==> src/rtl/demux_sipo8.sv <==
// demux_sipo8: serial-in, parallel-out capture with a valid/ready word output.
// Each accepted bit is steered into the word position given by the write index SEL
// (LSB first). A finished word is held on Y until the consumer takes it. The serial
// side is stalled only on the last bit of a word, so an unconsumed Y is never overwritten.
module demux_sipo8 #(
    parameter int unsigned WIDTH = 8,
    localparam int unsigned SEL_W = $clog2(WIDTH)
) (
    input  logic             clk,
    input  logic             rst,
    input  logic             din,
    input  logic             din_valid,
    output logic             din_ready,
    input  logic             clear,
    output logic [SEL_W-1:0] SEL,
    output logic [WIDTH-1:0] Y,
    output logic             y_valid,
    input  logic             y_ready
);

    localparam logic [SEL_W-1:0] LAST_IDX = SEL_W'(WIDTH - 1);

    // WIDTH must be a power of two so the index wraps naturally at WIDTH-1 -> 0
    if (WIDTH < 2 || (WIDTH & (WIDTH - 1)) != 0) begin : g_bad_width
        $error("demux_sipo8: WIDTH must be a power of two >= 2");
    end

    // Bits 0..WIDTH-2 of the word in progress; the top bit goes straight to Y
    logic [WIDTH-2:0] partial;

    logic at_last;
    logic accept;
    logic complete;

    // Handshake decode: stall only when the last bit would overwrite a pending word
    always_comb begin
        at_last   = (SEL == LAST_IDX);
        din_ready = !(at_last && y_valid && !y_ready);
        accept    = din_valid && din_ready && !clear;
        complete  = accept && at_last;
    end

    // Write index and partial word; clear aborts the word and drops the same-cycle bit
    always_ff @(posedge clk) begin
        if (rst) begin
            SEL     <= '0;
            partial <= '0;
        end else if (clear) begin
            SEL <= '0;
        end else if (accept) begin
            if (!at_last) begin
                partial[SEL] <= din;
            end
            SEL <= SEL + SEL_W'(1);
        end
    end

    // Output word register; a completion in the consume cycle keeps y_valid high
    always_ff @(posedge clk) begin
        if (rst) begin
            Y       <= '0;
            y_valid <= 1'b0;
        end else if (complete) begin
            Y       <= {din, partial};
            y_valid <= 1'b1;
        end else if (y_ready) begin
            y_valid <= 1'b0;
        end
    end

endmodule

==> config.mk <==
export PLATFORM = sky130hd
export DESIGN_NAME = demux_sipo8
export DESIGN_NICKNAME = d
export VERILOG_FILES = /design/src/rtl/demux_sipo8.sv
export SDC_FILE = /design/constraint.sdc
export NUM_CORES = 1
export LEC_CHECK = 0
export ABC_AREA = 1
export CAP_MARGIN = 20
export CORE_MARGIN = 2
export CORE_UTILIZATION = 59
export DETAILED_ROUTE_END_ITERATION = 8
export DONT_BUFFER_PORTS = 1
export GPL_ROUTABILITY_DRIVEN = 0
export MAX_ROUTING_LAYER = met4
export PLACE_DENSITY_LB_ADDON = 0.12
export SLEW_MARGIN = 10
export SYNTH_ARGS = -nofsm -noshare
export SYNTH_HDL_FRONTEND = slang
export SYNTH_SLANG_ARGS = --single-unit
==> constraint.sdc <==
create_clock -name clk -period 1.68 [get_ports clk]
set_input_delay 0.336 -clock clk [delete_from_list [all_inputs] [get_ports clk]]
set_output_delay 0.336 -clock clk [all_outputs]
set_load 0.005 [all_outputs]
# Yosys cells after proc, flatten, opt, wreduce, memory -nomap -nowiden
# Index checks and enable logic that the tools add are counted.
dict set report classes {
  reduce_logical 12
  order_cmp 2
  eq_ne 1
  n_bitwise 2
  add_sub_neg 1
  mux 5
}
# cell count
set op_table {}
lappend op_table {{7-bit bitwise mux} 1}
lappend op_table {{1-bit logical AND} 6}
lappend op_table {{3-bit by 4-bit less-than comparator with 1-bit output (second input constant)} 1}
lappend op_table {{3-bit by 1-bit adder with 3-bit output (second input constant)} 1}
lappend op_table {{1-bit demux with 3-bit select} 1}
lappend op_table {{3-bit equality test (second input constant)} 1}
lappend op_table {{3-bit by 1-bit >= comparator with 1-bit output (second input constant)} 1}
lappend op_table {{1-bit logical NOT} 3}
lappend op_table {{1-bit 2-to-1 mux} 3}
lappend op_table {{3-bit AND reduction} 1}
lappend op_table {{1-bit inverter} 2}
lappend op_table {{2-bit nonzero test} 1}
lappend op_table {{2-bit OR reduction} 1}
dict set report word_totals {
  input_bits 6
  register_bits 19
  elab_cells 27
}

# Logic depth before layout (Yosys ltp)
dict set report logic_depth {
  depth_word 8
  ltp_mapped 8
  ltp_nobuf 8
}

# Worst setup path before layout
# No wires, ideal clock.
dict set report synth_path {
  kind {reg2reg}
  from {register SEL[0]}
  to {register Y[6]}
  slack_ps 281
  arrival_time_ps 1285
  setup_time_ps 114
  n_path_buf 1
  stages_incl_launch_ff 7
  cell_sequence {dfxtp_1 > ha_1 > ha_1 > nand3_4 > buf_6 > nor2_1 > nor2_2}
}
dict set report synth_via {
  elab_chain_cells 7
}
# element line_no
set synth_lines {}
lappend synth_lines {{start, declared} 15} ;# output logic [SEL_W-1:0] SEL,
lappend synth_lines {{start signal, assigned} 54} ;# SEL <= SEL + SEL_W'(1);
lappend synth_lines {{3-bit equality test (*)} 37} ;# at_last = (SEL == LAST_IDX);
lappend synth_lines {{1-bit logical AND (2 in series)} 38} ;# din_ready = !(at_last && y_valid && !y_ready);
lappend synth_lines {{1-bit logical NOT} 38}
lappend synth_lines {{1-bit logical AND (2 in series)} 39} ;# accept = din_valid && din_ready && !clear;
lappend synth_lines {{1-bit logical AND (*)} 40} ;# complete = accept && at_last;
lappend synth_lines {{end signal, assigned} 64} ;# Y <= {din, partial};
lappend synth_lines {{end, declared} 16} ;# output logic [WIDTH-1:0] Y,
# Mark *: on every way between the ends. The rest lies on a longest branch, timed or not.
# A chain may end at the register's enable or synchronous reset.

# Worst setup path after layout
dict set report layout_path {
  from {register SEL[1]}
  to {output din_ready}
}
dict set report layout_via {
  elab_chain_cells 4
}
# element line_no
set layout_lines {}
lappend layout_lines {{3-bit equality test} 37}
lappend layout_lines {{1-bit logical AND (2 in series)} 38}
lappend layout_lines {{1-bit logical NOT} 38}
lappend layout_lines {{end, declared} 13} ;# output logic din_ready,
# Every way passes these cells.

==> out/metrics.cfg <==
[route]
drc=0
dr.pass1.iters=4
wl_per_cell_um=10.45
wirelength_mm=1.567
viasPerCell=5.160
antenna_left=0
drtIter0Drc=17
via_count=774

[clocking]
clock-root-buffer=clkbuf_4
htree_levels=1
postCtsHoldBufs=0
clock_path_buffers=2
cts.sinks=19
cts_tree=built
clk_latency_ns=0.30
clk_pin_slew_ns=0.11
post_cts_buffers=0
cts_buffers=3

[synth]
synth_compound_area_share_pct=6.223
synthXorXnorAreaFrac_pct=0
synthMuxAreaShare_pct=0
synthAdderAreaFrac_pct=2.829
synth-simple-area-share_pct=38.90
synth_area_per_cell_um2=6.701
syn_nets=140
yosysUniqueCellTypes=15
synth_warnings=0
synth_top_family_by_area=simple AND/OR/NAND/NOR gates
syn_inst=132
synth_seq_area_share_pct=43.00
syn-cell-area_um2=884.6
synth_seq_cells=19

[sta]
tns_ns=0
max-slew-margin-rel_pct=70.04
worst-slew-pin-transition_ns=0.4488
whs_ns=0.09432
min_period_ns=1.595
rsz0062_at_grt=false
finalCritPeriodShare_pct=94.94
skew_ns=0.003774
slew_viol_final=0
clock.fmax_ghz=0.6269
finalSetupViolCount=0
final-hold-violation-count=0

[global_route]
overflow=0
grt_max_degree=18
grt_first_pass_wirelength_mm=2.801
track_usage_pct=20.13
grt_antenna_before_repair=0
grt_pass1_vias=736

[placed_design]
dp_hpwl_mm=1.158
port_buffers=0

[cells_and_area]
layout_commonest_cell=nor2_1
final_cell_mix=36 x nor2_1, 31 x nand2_1, 18 x dfxtp_1
drive_gt1_share_pct=10.37
num_antenna_cells=0
areaGrowthSynthToFinish_pct=5.233
final_net_count=144

[flow_run]
max_cap_viol_count=0

[floorplanning]
coreArea_mm2=0.001350
placementRows=13
initial_utilization_pct=65.52
ios=19
dieWidth_um=42.72
dieArea_mm2=0.001825
die_h_um=42.72

[power_and_ir_drop]
vdd_drop_max_mv=0.4409
power.density_mw_per_mm2=791.1
cellLeakagePower_nw=0.4492

[run_status]
run_status=completed

[critical_path]
cp_max_fo=7
startpoint_type=register
crit_required_ns=1.34
cp-end-kind=output port
worst-setup-path-type=reg2out
arrival_ns=1.26

[hold_path]
hold_path_class=in2reg

[stage by stage]
stage	utilization, %	worst slack (ns)	area (um^2)	total power (W)	std cells
floorplan	-	0.2811	884.6	0.0005077	132
global placement	66.27	0.2135	894.6	0.0005160	146
detailed placement	66.27	0.1515	894.6	0.0005175	146
CTS	68.77	0.02247	928.4	0.0007409	150
global route	68.95	0.02356	930.9	0.0007693	150
finish	68.95	0.08497	930.9	0.0007364	150
[flip-flops by register name (all words and copies together), names as in the netlist]
signal	flops
Y	8
y_valid	1
partial	7
SEL	3
[Yosys cell counts]
cell     count  share of area (%)
a21oi_1      8                4.5
buf_2        1               0.57
buf_6        1                1.3
dfxtp_1     19                 43
ha_1         2                2.8
inv_1       16                6.8
inv_2        1               0.42
nand2_1     31                 13
nand2_2      1               0.71
nand3_1      9                5.1
nand3_4      1                2.0
nor2_1      36                 15
nor2_2       2                1.4
nor2_4       1                1.3
o21ai_0      3                1.7
[report_power, final]
| part | internal [W] | switching, W |
|---|---|---|
| clock | 0.0000887 | 0.000140 |
| sequential | 0.000455 | 0.00000487 |
| combinational | 0.0000152 | 0.0000325 |
[path summary, 6_finish.rpt]
kind	start	end	slack (ns)	cells after the start
worst min register to register	partial[2]	Y[2]	0.50	2
worst max register to register	SEL[1]	partial[0]	0.30	6
worst min-delay path	rst	y_valid	0.09	1
worst max-delay path	SEL[1]	din_ready	0.08	3
[cell type report]
cell class              count  area, um^2
clock buffers               3       22.52
inverters                  17       63.81
flip-flops and latches     19       381.6
fillers                   121       419.2
well taps                  15       18.77
repair buffers              1       7.507
clock inverters             1       5.005
multi-input cells          94       431.7
[critical path, cell delays in order, from the launching register on]
cell	delay (ns)
dfxtp_2	0.41
ha_1	0.17
ha_2	0.24
nand3_2	0.15
[cell families (layout without fill, tap and decap cells)]
kind of cell	after synthesis	count (layout)
fa+ha+maj	2	2
simple gates	81	81
compound gates	11	11
flops	19	19
buf+inv	19	22
[layer usage]
| metal | up-vias | wire (um) | global-route usage, % |
|---|---|---|---|
| met2 | 17 | 730 | 34.24 |
| met4 | 0 | 23 | 7.500 |
| li1 | 409 | - | - |
| met3 | 4 | 84 | 4.255 |
| met5 | - | 0 | - |
| met1 | 344 | 730 | 23.06 |
[repair_timing]
| item | 4_1_cts | 5_1_grt |
|---|---|---|
| gates resized for setup | 2 | 1 |
| cloned | 0 | 0 |
| endpoints found under the setup margin | 1 | 1 |
Power figures use the tool's default switching activity.
